$ cat src/rtl/time_pkg.sv
// Shared types and limits for the time-of-day keeper.
// Latency: n/a (types and constants only).
// Backpressure: n/a.
package time_pkg;

  typedef logic [3:0] bcd_t;

  typedef enum logic [1:0] {
    RUN   = 2'd0,
    SET_H = 2'd1,
    SET_M = 2'd2,
    SET_S = 2'd3
  } state_t;

  localparam int SEC_MAX_TEN = 5;
  localparam int MIN_MAX_TEN = 5;
  localparam int HOUR_MAX_24 = 23;
  localparam int HOUR_MIN_12 = 1;
  localparam int HOUR_MAX_12 = 12;

  // One-hot field indicator for the display: [2]=hh, [1]=mm, [0]=ss.
  function automatic logic [2:0] blink_of(state_t s);
    logic [2:0] b;
    b = 3'b000;
    case (s)
      SET_H:   b = 3'b100;
      SET_M:   b = 3'b010;
      SET_S:   b = 3'b001;
      default: b = 3'b000;
    endcase
    return b;
  endfunction

endpackage

$ cat src/rtl/bcd_pair_cnt.sv
// Two-digit BCD counter wrapping at <MAX_TEN>9 -> 00; used for seconds and minutes.
// Latency: new value visible the cycle after inc; carry_out is combinational with inc.
// Backpressure: none; every inc pulse is consumed.
module bcd_pair_cnt
  import time_pkg::*;
#(
  parameter int MAX_TEN = 5
) (
  input  logic clk,
  input  logic rst,
  input  logic inc,
  output bcd_t ten,
  output bcd_t one,
  output logic carry_out
);

  localparam bcd_t TEN_MAX = bcd_t'(MAX_TEN);

  bcd_t ten_q, ten_d;
  bcd_t one_q, one_d;
  logic at_max;

  assign at_max    = (ten_q == TEN_MAX) && (one_q == 4'd9);
  assign carry_out = inc && at_max;
  assign ten       = ten_q;
  assign one       = one_q;

  // Next digit pair: wrap to 00 at the top, otherwise ordinary BCD increment.
  always_comb begin
    ten_d = ten_q;
    one_d = one_q;
    if (inc) begin
      if (at_max) begin
        ten_d = 4'd0;
        one_d = 4'd0;
      end else if (one_q == 4'd9) begin
        ten_d = ten_q + 4'd1;
        one_d = 4'd0;
      end else begin
        one_d = one_q + 4'd1;
      end
    end
  end

  // Digit registers.
  always_ff @(posedge clk or posedge rst) begin
    if (rst) begin
      ten_q <= 4'd0;
      one_q <= 4'd0;
    end else begin
      ten_q <= ten_d;
      one_q <= one_d;
    end
  end

endmodule

$ cat src/rtl/time_bcd_counter.sv
// BCD hh:mm:ss time keeper with 1 Hz prescaler and mode/up button time setting.
// Latency: digits/tick/blink/pm registered; a digit update is visible the cycle after the tick or button edge.
// Backpressure: none; button edges act once per rising edge. Build option CLOCK_12H_EN selects 12h hours with pm.
module time_bcd_counter
  import time_pkg::*;
#(
  parameter int CLK_HZ = 1000
) (
  input  logic       clk,
  input  logic       rst,
  input  logic       btn_mode,
  input  logic       btn_up,
  output bcd_t       h_ten,
  output bcd_t       h_one,
  output bcd_t       m_ten,
  output bcd_t       m_one,
  output bcd_t       s_ten,
  output bcd_t       s_one,
  output logic       tick_1hz,
  output logic [2:0] blink,
  output logic       pm
);

  localparam int               CNT_W   = (CLK_HZ > 1) ? $clog2(CLK_HZ) : 1;
  localparam logic [CNT_W-1:0] CNT_MAX = CNT_W'(CLK_HZ - 1);

`ifdef CLOCK_12H_EN
  localparam bcd_t H_RST_TEN = bcd_t'(HOUR_MAX_12 / 10);
  localparam bcd_t H_RST_ONE = bcd_t'(HOUR_MAX_12 % 10);
  localparam bcd_t H_MIN_TEN = bcd_t'(HOUR_MIN_12 / 10);
  localparam bcd_t H_MIN_ONE = bcd_t'(HOUR_MIN_12 % 10);
  localparam bcd_t H_PRE_TEN = bcd_t'((HOUR_MAX_12 - 1) / 10);
  localparam bcd_t H_PRE_ONE = bcd_t'((HOUR_MAX_12 - 1) % 10);
`else
  localparam bcd_t H_RST_TEN = 4'd0;
  localparam bcd_t H_RST_ONE = 4'd0;
  localparam bcd_t H_TOP_TEN = bcd_t'(HOUR_MAX_24 / 10);
  localparam bcd_t H_TOP_ONE = bcd_t'(HOUR_MAX_24 % 10);
`endif

  state_t           state_q, state_d;
  logic [CNT_W-1:0] cnt_q, cnt_d;
  logic             tick_q, tick_d;
  logic [2:0]       blink_q, blink_d;
  logic             mode_prev_q, mode_prev_d;
  logic             up_prev_q, up_prev_d;
  bcd_t             h_ten_q, h_ten_d;
  bcd_t             h_one_q, h_one_d;
  logic             pm_q, pm_d;

  logic mode_edge, up_edge, run_next;
  logic sec_inc, min_inc, hour_inc;
  logic sec_carry, min_carry;

  // Mode wins over up when both rise in the same cycle.
  assign mode_edge = btn_mode & ~mode_prev_q;
  assign up_edge   = btn_up & ~up_prev_q & ~mode_edge;

  // tick_q is only ever high in a RUN cycle whose count is at terminal, so it
  // doubles as the "advance time on this edge" strobe.
  assign sec_inc  = tick_q | ((state_q == SET_S) & up_edge);
  assign min_inc  = (tick_q & sec_carry) | ((state_q == SET_M) & up_edge);
  assign hour_inc = (tick_q & sec_carry & min_carry) | ((state_q == SET_H) & up_edge);

  // Mode sequencing, prescaler and tick; prescaler idles at 0 outside RUN.
  always_comb begin
    mode_prev_d = btn_mode;
    up_prev_d   = btn_up;
    state_d     = state_q;
    if (mode_edge) begin
      case (state_q)
        RUN:     state_d = SET_H;
        SET_H:   state_d = SET_M;
        SET_M:   state_d = SET_S;
        default: state_d = RUN;
      endcase
    end
    blink_d  = blink_of(state_d);
    // Counting only continues across cycles that are RUN on both sides, so
    // re-entering RUN always starts the second from count 0.
    run_next = (state_q == RUN) && (state_d == RUN);
    if (!run_next || cnt_q == CNT_MAX) begin
      cnt_d = '0;
    end else begin
      cnt_d = cnt_q + CNT_W'(1);
    end
    tick_d = run_next && (cnt_d == CNT_MAX);
  end

  // Hours: local increment with 24h or 12h wrap rules; pm flips entering 12.
  always_comb begin
    h_ten_d = h_ten_q;
    h_one_d = h_one_q;
    pm_d    = pm_q;
`ifdef CLOCK_12H_EN
    if (hour_inc) begin
      if (h_ten_q == H_RST_TEN && h_one_q == H_RST_ONE) begin
        h_ten_d = H_MIN_TEN;
        h_one_d = H_MIN_ONE;
      end else if (h_ten_q == H_PRE_TEN && h_one_q == H_PRE_ONE) begin
        h_ten_d = H_RST_TEN;
        h_one_d = H_RST_ONE;
        pm_d    = ~pm_q;
      end else if (h_one_q == 4'd9) begin
        h_ten_d = h_ten_q + 4'd1;
        h_one_d = 4'd0;
      end else begin
        h_one_d = h_one_q + 4'd1;
      end
    end
`else
    pm_d = 1'b0;
    if (hour_inc) begin
      if (h_ten_q == H_TOP_TEN && h_one_q == H_TOP_ONE) begin
        h_ten_d = 4'd0;
        h_one_d = 4'd0;
      end else if (h_one_q == 4'd9) begin
        h_ten_d = h_ten_q + 4'd1;
        h_one_d = 4'd0;
      end else begin
        h_one_d = h_one_q + 4'd1;
      end
    end
`endif
  end

  // Control and hour registers; button history resets high to mask held buttons.
  always_ff @(posedge clk or posedge rst) begin
    if (rst) begin
      state_q     <= RUN;
      cnt_q       <= '0;
      tick_q      <= 1'b0;
      blink_q     <= 3'b000;
      mode_prev_q <= 1'b1;
      up_prev_q   <= 1'b1;
      h_ten_q     <= H_RST_TEN;
      h_one_q     <= H_RST_ONE;
      pm_q        <= 1'b0;
    end else begin
      state_q     <= state_d;
      cnt_q       <= cnt_d;
      tick_q      <= tick_d;
      blink_q     <= blink_d;
      mode_prev_q <= mode_prev_d;
      up_prev_q   <= up_prev_d;
      h_ten_q     <= h_ten_d;
      h_one_q     <= h_one_d;
      pm_q        <= pm_d;
    end
  end

  bcd_pair_cnt #(.MAX_TEN(SEC_MAX_TEN)) u_sec (
    .clk       (clk),
    .rst       (rst),
    .inc       (sec_inc),
    .ten       (s_ten),
    .one       (s_one),
    .carry_out (sec_carry)
  );

  bcd_pair_cnt #(.MAX_TEN(MIN_MAX_TEN)) u_min (
    .clk       (clk),
    .rst       (rst),
    .inc       (min_inc),
    .ten       (m_ten),
    .one       (m_one),
    .carry_out (min_carry)
  );

  assign h_ten    = h_ten_q;
  assign h_one    = h_one_q;
  assign tick_1hz = tick_q;
  assign blink    = blink_q;
  assign pm       = pm_q;

endmodule

$ cat config.mk
export PLATFORM = sky130hd
export DESIGN_NAME = time_bcd_counter
export DESIGN_NICKNAME = d
export VERILOG_FILES = /design/src/rtl/time_pkg.sv /design/src/rtl/bcd_pair_cnt.sv /design/src/rtl/time_bcd_counter.sv
export SDC_FILE = /design/constraint.sdc
export NUM_CORES = 1
export LEC_CHECK = 0
export ABC_AREA = 0
export BUFFER_PORTS_ARGS = -buffer_cell sky130_fd_sc_hd__buf_2
export CELL_PAD_IN_SITES_DETAIL_PLACEMENT = 1
export CELL_PAD_IN_SITES_GLOBAL_PLACEMENT = 2
export CORE_UTILIZATION = 36
export CTS_CLUSTER_SIZE = 14
export DETAILED_ROUTE_END_ITERATION = 16
export PLACE_DENSITY = 0.82
export SLEW_MARGIN = 20
export SYNTH_ARGS = -nofsm -noshare
export SYNTH_HDL_FRONTEND = slang
export SYNTH_SLANG_ARGS = --single-unit
$ cat constraint.sdc
create_clock -name clk -period 2.4 [get_ports clk]
set_input_delay 0.48 -clock clk [delete_from_list [all_inputs] [get_ports clk]]
set_output_delay 0.48 -clock clk [all_outputs]
set_load 0.01 [all_outputs]
==> results of run 1 <==
cells in the final DEF (no fill, tap or decap), drive strengths merged, types with 2 or more instances in the layout:
master	synthesis	layout
nor3b	3	3
nor3	4	4
and4b	2	2
and2	2	2
a21oi	6	6
mux2	12	12
mux2i	2	2
a31oi	4	4
nand2b	2	2
ha	18	18
xnor2	5	5
o31ai	5	5
dfstp	2	2
nand4	5	5
clkbuf	0	7
buf	4	35
nand3	13	13
a21boi	5	5
o41ai	2	2
nor2	35	35
xor2	3	3
nor2b	6	6
nand2	8	8
dfrtp	40	40
and3b	5	5
inv	16	16
o21ai	4	4
o221ai	2	2
o2bb2ai	2	2
registers in the layout (all words and copies together), names as in the netlist, 2 cells and up:
name / flops
u_sec.ten: 4
h_ten: 4
u_min.ten: 4
cnt_q: 10
blink: 3
h_one: 4
state_q: 2
u_sec.one: 4
u_min.one: 4
per-layer routing:
metal	global-route usage	part of all wire	vias up
met1	0.2317	0.49	850
met4	0.07069	0.013	0
met3	0.03626	0.029	6
met5	0	0	-
li1	-	-	877
met2	0.2752	0.47	31
Yosys cell counts, drive strengths merged (4+ instances only):
cell	instances
a31oi	4
nor2	35
inv	16
nand4	5
nand3	13
ha	18
mux2	12
and3b	5
a21oi	6
a21boi	5
xnor2	5
o21ai	4
nand2	8
buf	4
o31ai	5
nor2b	6
nor3	4
dfrtp	40
power breakdown:
group          switching, mW  internal (mW)
Sequential             0.182          0.852
Clock                  0.251          0.339
Combinational          0.401          0.343
Total                  0.834           1.53
cell families after synthesis:
logic type | count (synthesis) | synth area share
simple gates | 90 | 0.2076
flops | 42 | 0.4517
compound gates | 34 | 0.1105
buf+inv | 20 | 0.03541
fa+ha+maj | 18 | 0.09657
mux | 14 | 0.06652
xor+xnor | 8 | 0.03004
other cells | 1 | 0.001608
final cells by class:
class                           instances  area [um^2]
Fill cell                             722         3391
Multi-Input combinational cell        165         1196
Sequential cell                        42         1054
Timing Repair Buffer                   35        185.2
Tap cell                               75        93.84
Clock buffer                            7        86.33
Inverter                               16        60.06
Clock inverter                          1        30.03
metrics by stage:
step	utilization	instances	setup slack [ns]	cell area (um^2)	hold WS, ns
after floorplan	-	227	0.4779	2332	0.4845
after global placement	0.4247	333	0.3863	2589	0.4984
after detailed placement	0.4247	333	0.3473	2589	0.5199
after CTS	0.4438	341	0.3133	2705	0.2824
after global routing	0.4438	341	0.1544	2705	0.2768
final	0.4438	341	0.3301	2705	0.2892
final timing paths:
| kind | startpoint | end |
|---|---|---|
| worst max-delay path | u_sec.one[1] | u_min.ten[0] |
| worst min-delay path | btn_up | up_prev_q |
| worst max register to register | u_sec.one[1] | u_min.ten[0] |
| worst min register to register | h_ten[3] | h_ten[3] |
| max in group asynchronous | rst | cnt_q[2] |
| min in group asynchronous | rst | u_min.ten[3] |
critical path: stages, from the launching register on:
cell,delay (ns)
dfrtp_1,0.44
inv_1,0.08
ha_1,0.18
and4b_1,0.30
nand2_1,0.16
a21boi_0,0.41
mux2_2,0.39
==> metrics.csv, run 1 <==
stage,metric,value,unit
floorplan,die_height,82.49,um
cts,cts_hold_buffers,0,
timing,fin_skew,0.009918,ns
cts,htreeDepth,2,
timing,rsz0062_at_grt,false,
critical_path,startpoint_type,flip-flop,
power,power.density,875.6,mW/mm^2
drt,vias,1764,
cts,post_cts_buffers,0,
power,power.total,2.369,mW
critical_path,worst_setup_path_end_kind,flip-flop,
synth,synth_area,0.002332,mm^2
timing,hold_viol_final,0,
floorplan,coreArea,0.006096,mm^2
placement,port_buffers,31,
global_route,antenna_found_initial,0,
synth,ys_async_sr_fraction,1.000,
critical_path,reg2reg_depth,6,
global_route,grt_first_pass_wirelength,8769,um
cts,clk_path_buf_depth,2,
floorplan,die-area,0.006805,mm^2
timing,timing.setup.tns,0,ns
timing,timing.final.crit_share,0.8625,
timing,worst_pin_slew,0.5578,ns
timing,setup_viol,0,
critical_path,r2r_slack,0.33,ns
cts,cts.clk_slew.worst_paths,0.08,ns
synth,synth_cell_types,43,
floorplan,row_count,28,
critical_path,critPathArrivalTime,2.26,ns
drt,drt_iter0_drc,45,
cts,clock_latency,0.30,ns
synth,netlist_instances,227,
finish,drive_gt1_frac,0.2256,
global_route,grt_use_total,0.1742,
cts,cts_tree,built,
synth,ys_ff_latch,42,
critical_path,cp_data_required_time,2.59,ns
placement,hpwlAfterDp,3850,um
synth,synth_edf_count,0,
drt,antenna_left,0,
timing,slew_headroom,0.6281,
drt,avgViaCountPerCell,5.173,
floorplan,io_pins,33,
synth,yosys_warnings,0,
floorplan,die_w,82.49,um
synth,synth.area.top_cells,"dfrtp_1 43%, ha_1 9.7%, nor2_1 5.6%",
cts,clkSinkCount,42,
synth,syn_area_per_cell,10.27,um^2
run_status,status,completed,
global_route,gr-total-overflow,0,
timing,fmax,0.4831,GHz
synth,yosys_most_used_dff,dfrtp_1,
worst_hold_path,worstHoldPathType,in -> reg,
drt,drt-total-wl,5205,um
drt,first_pass_iters,4,
floorplan,initial_utilization,0.3826,
finish,num_antenna_cells,0,
critical_path,crit_fanout,6,
drt,wire_per_inst,15.26,um
global_route,grt_pass1_vias,1769,
synth,synth_fp_nets,249,
synth,yosysTopAreaCellShare,0.4292,
finish,nets,287,
synth,seq_area_frac_synth,0.4517,
cts,numCtsBuffers,5,
cts,cts_root_buf,clkbuf_8,
run,drv_cap,0,
drt,drcViolationCount,0,
power,p_leak,1.250,nW
timing,fin_crit,2.070,ns
critical_path,worst-setup-path-type,reg -> reg,
worst_hold_path,hold_path_depth,1,
power,ir_drop,0.4984,mV
synth,synth_area_leader_cell,dfrtp_1,
timing,slew_viol_final,0,
global_route,grt_start_max_net_pins,43,
cts,post_cts_resized,0,
placement,gp_congestion,0.8265,
finish,area_delta_synth_final,15.99,%
Note: power is estimated with default switching activity, not from simulation.
==> inputs of run 2 (changes only) <==
--- a/config.mk
+++ b/config.mk
@@ -7,12 +7,13 @@
 export LEC_CHECK = 0
 export ABC_AREA = 0
 export BUFFER_PORTS_ARGS = -buffer_cell sky130_fd_sc_hd__buf_2
+export CAP_MARGIN = 40
 export CELL_PAD_IN_SITES_DETAIL_PLACEMENT = 1
 export CELL_PAD_IN_SITES_GLOBAL_PLACEMENT = 2
-export CORE_UTILIZATION = 36
+export CORE_UTILIZATION = 33
 export CTS_CLUSTER_SIZE = 14
 export DETAILED_ROUTE_END_ITERATION = 16
-export PLACE_DENSITY = 0.82
+export PLACE_DENSITY = 0.8
 export SLEW_MARGIN = 20
 export SYNTH_ARGS = -nofsm -noshare
 export SYNTH_HDL_FRONTEND = slang
==> constraint.sdc (replaced) <==
create_clock -name clk -period 1.7 [get_ports clk]
set_input_delay 0.34 -clock clk [delete_from_list [all_inputs] [get_ports clk]]
set_output_delay 0.34 -clock clk [all_outputs]
set_load 0.01 [all_outputs]
==> run 2 against run 1 <==
  * The run now ends with setup timing left
  * Flip-flop and latch count unchanged
  * Cell area up 18%
  * Fmax grew 12%
  * Via count increased by 10%
  * First-iteration DRC count decreased by 36%
  * Clock power increased by 36%
  * Clock-buffer cell count decreased by 2
  * Critical path depth unchanged
  * Combinational power rose by 120%
  * Critical path type unchanged
  * Largest power group is now combinational logic
==> metrics.csv, run 2 (synthesized netlist as in run 1, its figures left out) <==
stage,metric,value,unit,change
run_status,status,"complete, but fails checks",,
run_status,violations,setup timing,,
critical_path,crit_slowest_cell,or4b_4,,
power,internal-power,2.449,mW,+60%
placement,port_buffers,31,,unchanged
timing,slew_headroom,0.6395,,+0.01141
cts,cts_tree,built,,
timing,fin_skew,0.01142,ns,+0.001504 ns
drt,antenna_left,0,,unchanged
timing,hold_viol_final,0,,unchanged
timing,fin_crit,1.856,ns,-0.2141 ns
critical_path,r2r_slack,-0.16,ns,-0.49 ns
drt,vias,1949,,+10%
placement,place_ws,-0.1554,ns,-0.5027 ns
finish,largest_register,cnt_q,,
drt,drt-total-wl,5644,um,+8.4%
timing,setup_viol,5,,+5
finish,fin_area,0.003187,mm^2,+18%
drt,first_pass_iters,3,,-1
cts,clock_latency,0.30,ns,about the same
global_route,grt_first_pass_wirelength,9694,um,+11%
cts,clk_path_buf_depth,2,,unchanged
power,ir_drop,0.6664,mV,+34%
cts,cts.clk_slew.worst_paths,0.08,ns,about the same
placement,gp_congestion,0.7923,,-4.1%
timing,worst_pin_slew,0.5401,ns,-0.01771 ns
run,drv_cap,0,,unchanged
drt,wire_per_inst,13.80,um,-9.6%
floorplan,initial_utilization,0.3433,,-0.03932
global_route,grt_start_max_net_pins,23,,-47%
critical_path,path_depth,6,,unchanged
timing,worst_slack,-0.1558,ns,-0.4859 ns
critical_path,crit_path_cell_trace,"inv_2, ha_1, or4b_4, o21bai_4, a21boi_4, mux2_4",,
power,pwr-share-seq,0.359,,-0.078
placement,numPlacedInstances,399,,+20%
floorplan,io_pins,33,,unchanged
critical_path,crit_family,simple AND/OR/NAND/NOR gates,,
timing,fmax,0.5388,GHz,+12%
finish,nFillCells,787,,+9.0%
floorplan,coreArea,0.006794,mm^2,+11%
finish,largest_reg_flops,10,,unchanged
global_route,grt_use_total,0.1664,,-0.007749
placement,hpwlAfterDp,4373,um,+14%
timing,whs,0.07111,ns,-0.2181 ns
drt,drt_iter0_drc,29,,-36%
finish,nets,334,,+16%
critical_path,worst-setup-path-type,reg -> reg,,
finish,num_antenna_cells,0,,unchanged
power,power_frac_comb,0.427,,+0.113
critical_path,worst_setup_path_end_kind,flip-flop,,
global_route,grt_pass1_vias,2058,,+16%
global_route,antenna_found_initial,0,,unchanged
power,switchingPower,1.300,mW,+56%
power,p_leak,1.486,nW,+19%
floorplan,die_w,86.07,um,+4.3%
finish,layout_commonest_cell,buf_4,,
critical_path,critPathMaxStageDelay,0.49,ns,+0.05 ns
floorplan,die_height,86.07,um,+4.3%
power,swShare,0.3468,,-0.005409
global_route,gr-total-overflow,0,,unchanged
cts,clkSinkCount,42,,unchanged
critical_path,cp_data_required_time,1.88,ns,-0.71 ns
critical_path,startpoint_type,flip-flop,,
drt,drcViolationCount,0,,unchanged
cts,numCtsBuffers,5,,unchanged
timing,rsz0062_at_grt,true,,
finish,drive_gt1_frac,0.4185,,+0.1930
critical_path,reg2reg_from,h_ten[0],,
critical_path,critPathArrivalTime,2.04,ns,-0.22 ns
floorplan,row_count,30,,+7.1%
power,clkPwrFrac,0.214,,-0.035
placement,postPlaceCellArea,0.002969,mm^2,+15%
timing,slew_viol_final,0,,unchanged
finish,layout_common_cells,"50 x buf_4, 40 x dfrtp_1, 35 x nor2_1, 31 x buf_2, 16 x ha_1",,
cts,htreeDepth,2,,unchanged
critical_path,crit_fanout,2,,-4
drt,avgViaCountPerCell,4.765,,-7.9%
power,power.density,1177,mW/mm^2,+34%
finish,area_delta_synth_final,36.64,%,
critical_path,reg2reg_depth,6,,unchanged
finish,utilization,0.4691,,+0.02530
finish,final_cells,409,,+20%
floorplan,die-area,0.007407,mm^2,+8.9%
worst_hold_path,worstHoldPathType,in -> async,,
cts,cts_root_buf,clkbuf_8,,
critical_path,cp_num_buf_inv,1,,unchanged
critical_path,r2r_end,h_ten[1],,
timing,timing.final.crit_share,1.092,,+0.2292
[run 2: layout make-up]
cell class / count / area [um^2] / share of cell area
clock buffers: 5 / 68.82 / 0.02159
clock inverters: 3 / 40.04 / 0.01256
inverters: 16 / 60.06 / 0.01885
multi-input cells: 165 / 1294 / 0.4060
flip-flops and latches: 42 / 1054 / 0.3306
well taps: 96 / 120.1 / 0.03769
repair buffers: 82 / 550.5 / 0.1728
[run 2: worst max-delay path by stage]
stage | from | end | slack, ns
after floorplan | h_ten[0] | h_ten[1] | -0.21
after global placement | h_ten[0] | h_ten[1] | -0.07
after detailed placement | h_ten[0] | h_ten[1] | -0.16
after CTS | h_ten[0] | h_ten[1] | -0.15
after global routing | h_ten[0] | h_ten[0] | -0.24
final | h_ten[0] | h_ten[1] | -0.16
[run 2: metrics by stage]
stage / setup TNS (ns) / power [mW]
5_1_grt: -1.215 / 4.031
3_5_place_dp: -0.7526 / 2.862
4_1_cts: -0.4470 / 3.700
3_3_place_gp: -0.1205 / 2.801
6_report: -0.4995 / 3.750
2_1_floorplan: -0.3133 / 2.103
[run 2: repair_timing]
action | in CTS | in global routing
setup buffers | 0 | 2
setup endpoints to repair | 16 | 25
hold buffers | 0 | 0
gates resized for setup | 9 | 15
pin swaps | 0 | 2
[run 2: power groups by stage]
stage / logic, mW / registers, mW / clock network, mW
finish: 1.60 / 1.35 / 0.801
global route: 1.79 / 1.38 / 0.865
CTS: 1.53 / 1.35 / 0.820
detailed placement: 1.49 / 1.37 / 0
global placement: 1.44 / 1.36 / 0
floorplan: 0.601 / 1.50 / 0
[run 2: per-layer routing]
layer  GRT usage  vias up  wire length, um
met1      0.2177      960             2656
met2      0.2778       21             2788
met4     0.05152        0               73
met5           0        -                0
li1            -      961                -
met3     0.03176        7              125
==> inputs of run 3 (changes only) <==
==> constraint.sdc (replaced) <==
create_clock -name clk -period 1.7 [get_ports clk]
set_input_delay 0.34 -clock clk [delete_from_list [all_inputs] [get_ports clk]]
set_output_delay 0.34 -clock clk [all_outputs]
set_load 0.1 [all_outputs]
==> run 3 against run 2 <==
  * The flow still finishes with violations (setup timing)
  * Utilization increased by 1.7 points
  * Die area is the same
  * Critical path type unchanged
  * Worst setup slack got worse by 0.14 ns
  * Cell area up 3.6%
==> metrics.csv, run 3 (synthesized netlist as in run 1, its figures left out) <==
stage,metric,value,unit,change
run,drv_cap,0,,unchanged
drt,vias,1991,,+2.2%
cts,clkSinkCount,42,,unchanged
run_status,violations,setup timing,,
critical_path,critPathArrivalTime,2.19,ns,+0.15 ns
cts,clock_latency,0.30,ns,about the same
power,ir_drop,1.120,mV,+68%
floorplan,die_w,86.07,um,unchanged
cts,cts.clk_slew.worst_paths,0.08,ns,about the same
timing,fmax,0.4999,GHz,-7.2%
placement,hpwlAfterDp,4217,um,-3.6%
drt,drcViolationCount,0,,unchanged
timing,fin_skew,0.007736,ns,-0.003686 ns
floorplan,coreArea,0.006794,mm^2,unchanged
run_status,status,"complete, but fails checks",,
placement,postPlaceCellArea,0.002979,mm^2,+0.34%
critical_path,worst_setup_path_end_kind,flip-flop,,
timing,timing.final.crit_share,1.177,,+0.08515
critical_path,crit_fanout,2,,unchanged
placement,gp_congestion,0.7771,,-1.9%
drt,drt_iter0_drc,37,,+28%
finish,drive_gt1_frac,0.5127,,+0.09413
global_route,grt_start_max_net_pins,43,,+87%
cts,cts_hold_buffers,0,,unchanged
floorplan,io_pins,33,,unchanged
global_route,antenna_found_initial,0,,unchanged
critical_path,r2r_slack,-0.30,ns,-0.14 ns
drt,avgViaCountPerCell,4.833,,+1.4%
finish,nets,337,,+0.90%
critical_path,r2r_end,h_ten[1],,
timing,hold_viol_final,0,,unchanged
drt,antenna_left,0,,unchanged
floorplan,row_count,30,,unchanged
timing,setup_viol,10,,+5
finish,fin_area,0.003302,mm^2,+3.6%
timing,rsz0062_at_grt,true,,
global_route,gr-total-overflow,0,,unchanged
cts,cts_root_buf,clkbuf_8,,
cts,cts_tree,built,,
finish,area_delta_synth_final,41.58,%,
critical_path,cp_data_required_time,1.89,ns,about the same
critical_path,worst-setup-path-type,reg -> reg,,
drt,wire_per_inst,15.00,um,+8.7%
global_route,grt_first_pass_wirelength,10010,um,+3.2%
timing,worst_slack,-0.3006,ns,-0.1447 ns
cts,htreeDepth,2,,unchanged
critical_path,reg2reg_depth,6,,unchanged
timing,timing.setup.tns,-1.557,ns,-1.057 ns
finish,layout_commonest_cell,buf_4,,
floorplan,die_height,86.07,um,unchanged
drt,first_pass_iters,4,,+1
critical_path,reg2reg_from,h_ten[0],,
power,power.density,1533,mW/mm^2,+30%
finish,layout_common_cells,"50 x buf_4, 35 x nor2_1, 31 x buf_2",,
critical_path,startpoint_type,flip-flop,,
global_route,grt_pass1_vias,2066,,+0.39%
power,p_leak,1.466,nW,-1.3%
finish,largest_register,cnt_q,,
placement,port_buffers,31,,unchanged
cts,numCtsBuffers,5,,unchanged
finish,num_antenna_cells,0,,unchanged
global_route,grt_use_total,0.1752,,+0.008792
worst_hold_path,worstHoldPathType,in -> async,,
placement,place_ws,-0.2436,ns,-0.08820 ns
timing,fin_crit,2.001,ns,+0.1447 ns
finish,utilization,0.4860,,+0.01694
floorplan,die-area,0.007407,mm^2,unchanged
finish,largest_reg_flops,10,,unchanged
drt,drt-total-wl,6182,um,+9.5%
cts,clk_path_buf_depth,2,,unchanged
floorplan,initial_utilization,0.3433,,unchanged
timing,slew_viol_final,0,,unchanged
[run 3: changes by cell type in the layout (fill, tap and decap cells not counted), moves of 3 or more]
cell | before | now
dfrtp_4 | 0 | 10
dfrtp_2 | 0 | 15
dfrtp_1 | 40 | 15
inv_1 | 15 | 12
buf_6 | 0 | 3
[run 3: where the power goes]
group          switching (mW)  total, mW  internal [mW]  leakage (nW)
Combinational            2.01       2.93          0.916         0.915
Clock                   0.364      0.693          0.329        0.0482
Sequential              0.181       1.44           1.26         0.503
Total                    2.56       5.06           2.51          1.47
[run 3: per-stage QoR]
step	power, mW	std cells	hold WS (ns)
2_1_floorplan	3.333	227	0.3445
3_3_place_gp	4.034	392	0.4199
3_5_place_dp	4.078	392	0.4279
4_1_cts	4.945	409	0.09256
5_1_grt	5.327	412	0.1181
6_report	5.063	412	0.08922
[run 3: cell type report]
class / instances / area [um^2]
Tap cell: 96 / 120.1
Multi-Input combinational cell: 165 / 1331
Clock inverter: 1 / 5.005
Inverter: 16 / 65.06
Timing Repair Buffer: 85 / 584.3
Sequential cell: 42 / 1110
Clock buffer: 7 / 86.33
Fill cell: 760 / 3492
[run 3: critical path, stage by stage, from the launching register on]
cell      delay (ns)
dfrtp_4         0.51
inv_4           0.08
ha_4            0.12
or4b_4          0.49
o21bai_4        0.15
a21boi_4        0.22
mux2_4          0.31
[run 3: how the worst max path moves through the flow]
stage              from  endpoint  depth (start not counted)
6_report       h_ten[0]  h_ten[1]                          6
5_1_grt        h_ten[0]  h_ten[0]                          7
4_1_cts        h_ten[0]  h_ten[1]                          6
3_5_place_dp   h_ten[0]  h_ten[2]                          7
3_3_place_gp   h_ten[0]  h_ten[1]                          6
2_1_floorplan  h_ten[0]  h_ten[1]                          6
[run 3: timing repair]
action | 4_1_cts | 5_1_grt
setup buffers | 9 | 3
endpoints found under the setup margin | 21 | 29
pin swaps | 4 | 8
resized for setup | 15 | 17
[run 3: layer usage]
layer | part of all wire | global-route usage | vias to the layer above
met4 | 0.023 | 0.06818 | 0
met1 | 0.45 | 0.2171 | 982
li1 | - | - | 969
met3 | 0.024 | 0.03272 | 12
met5 | 0 | 0 | -
met2 | 0.50 | 0.3009 | 28
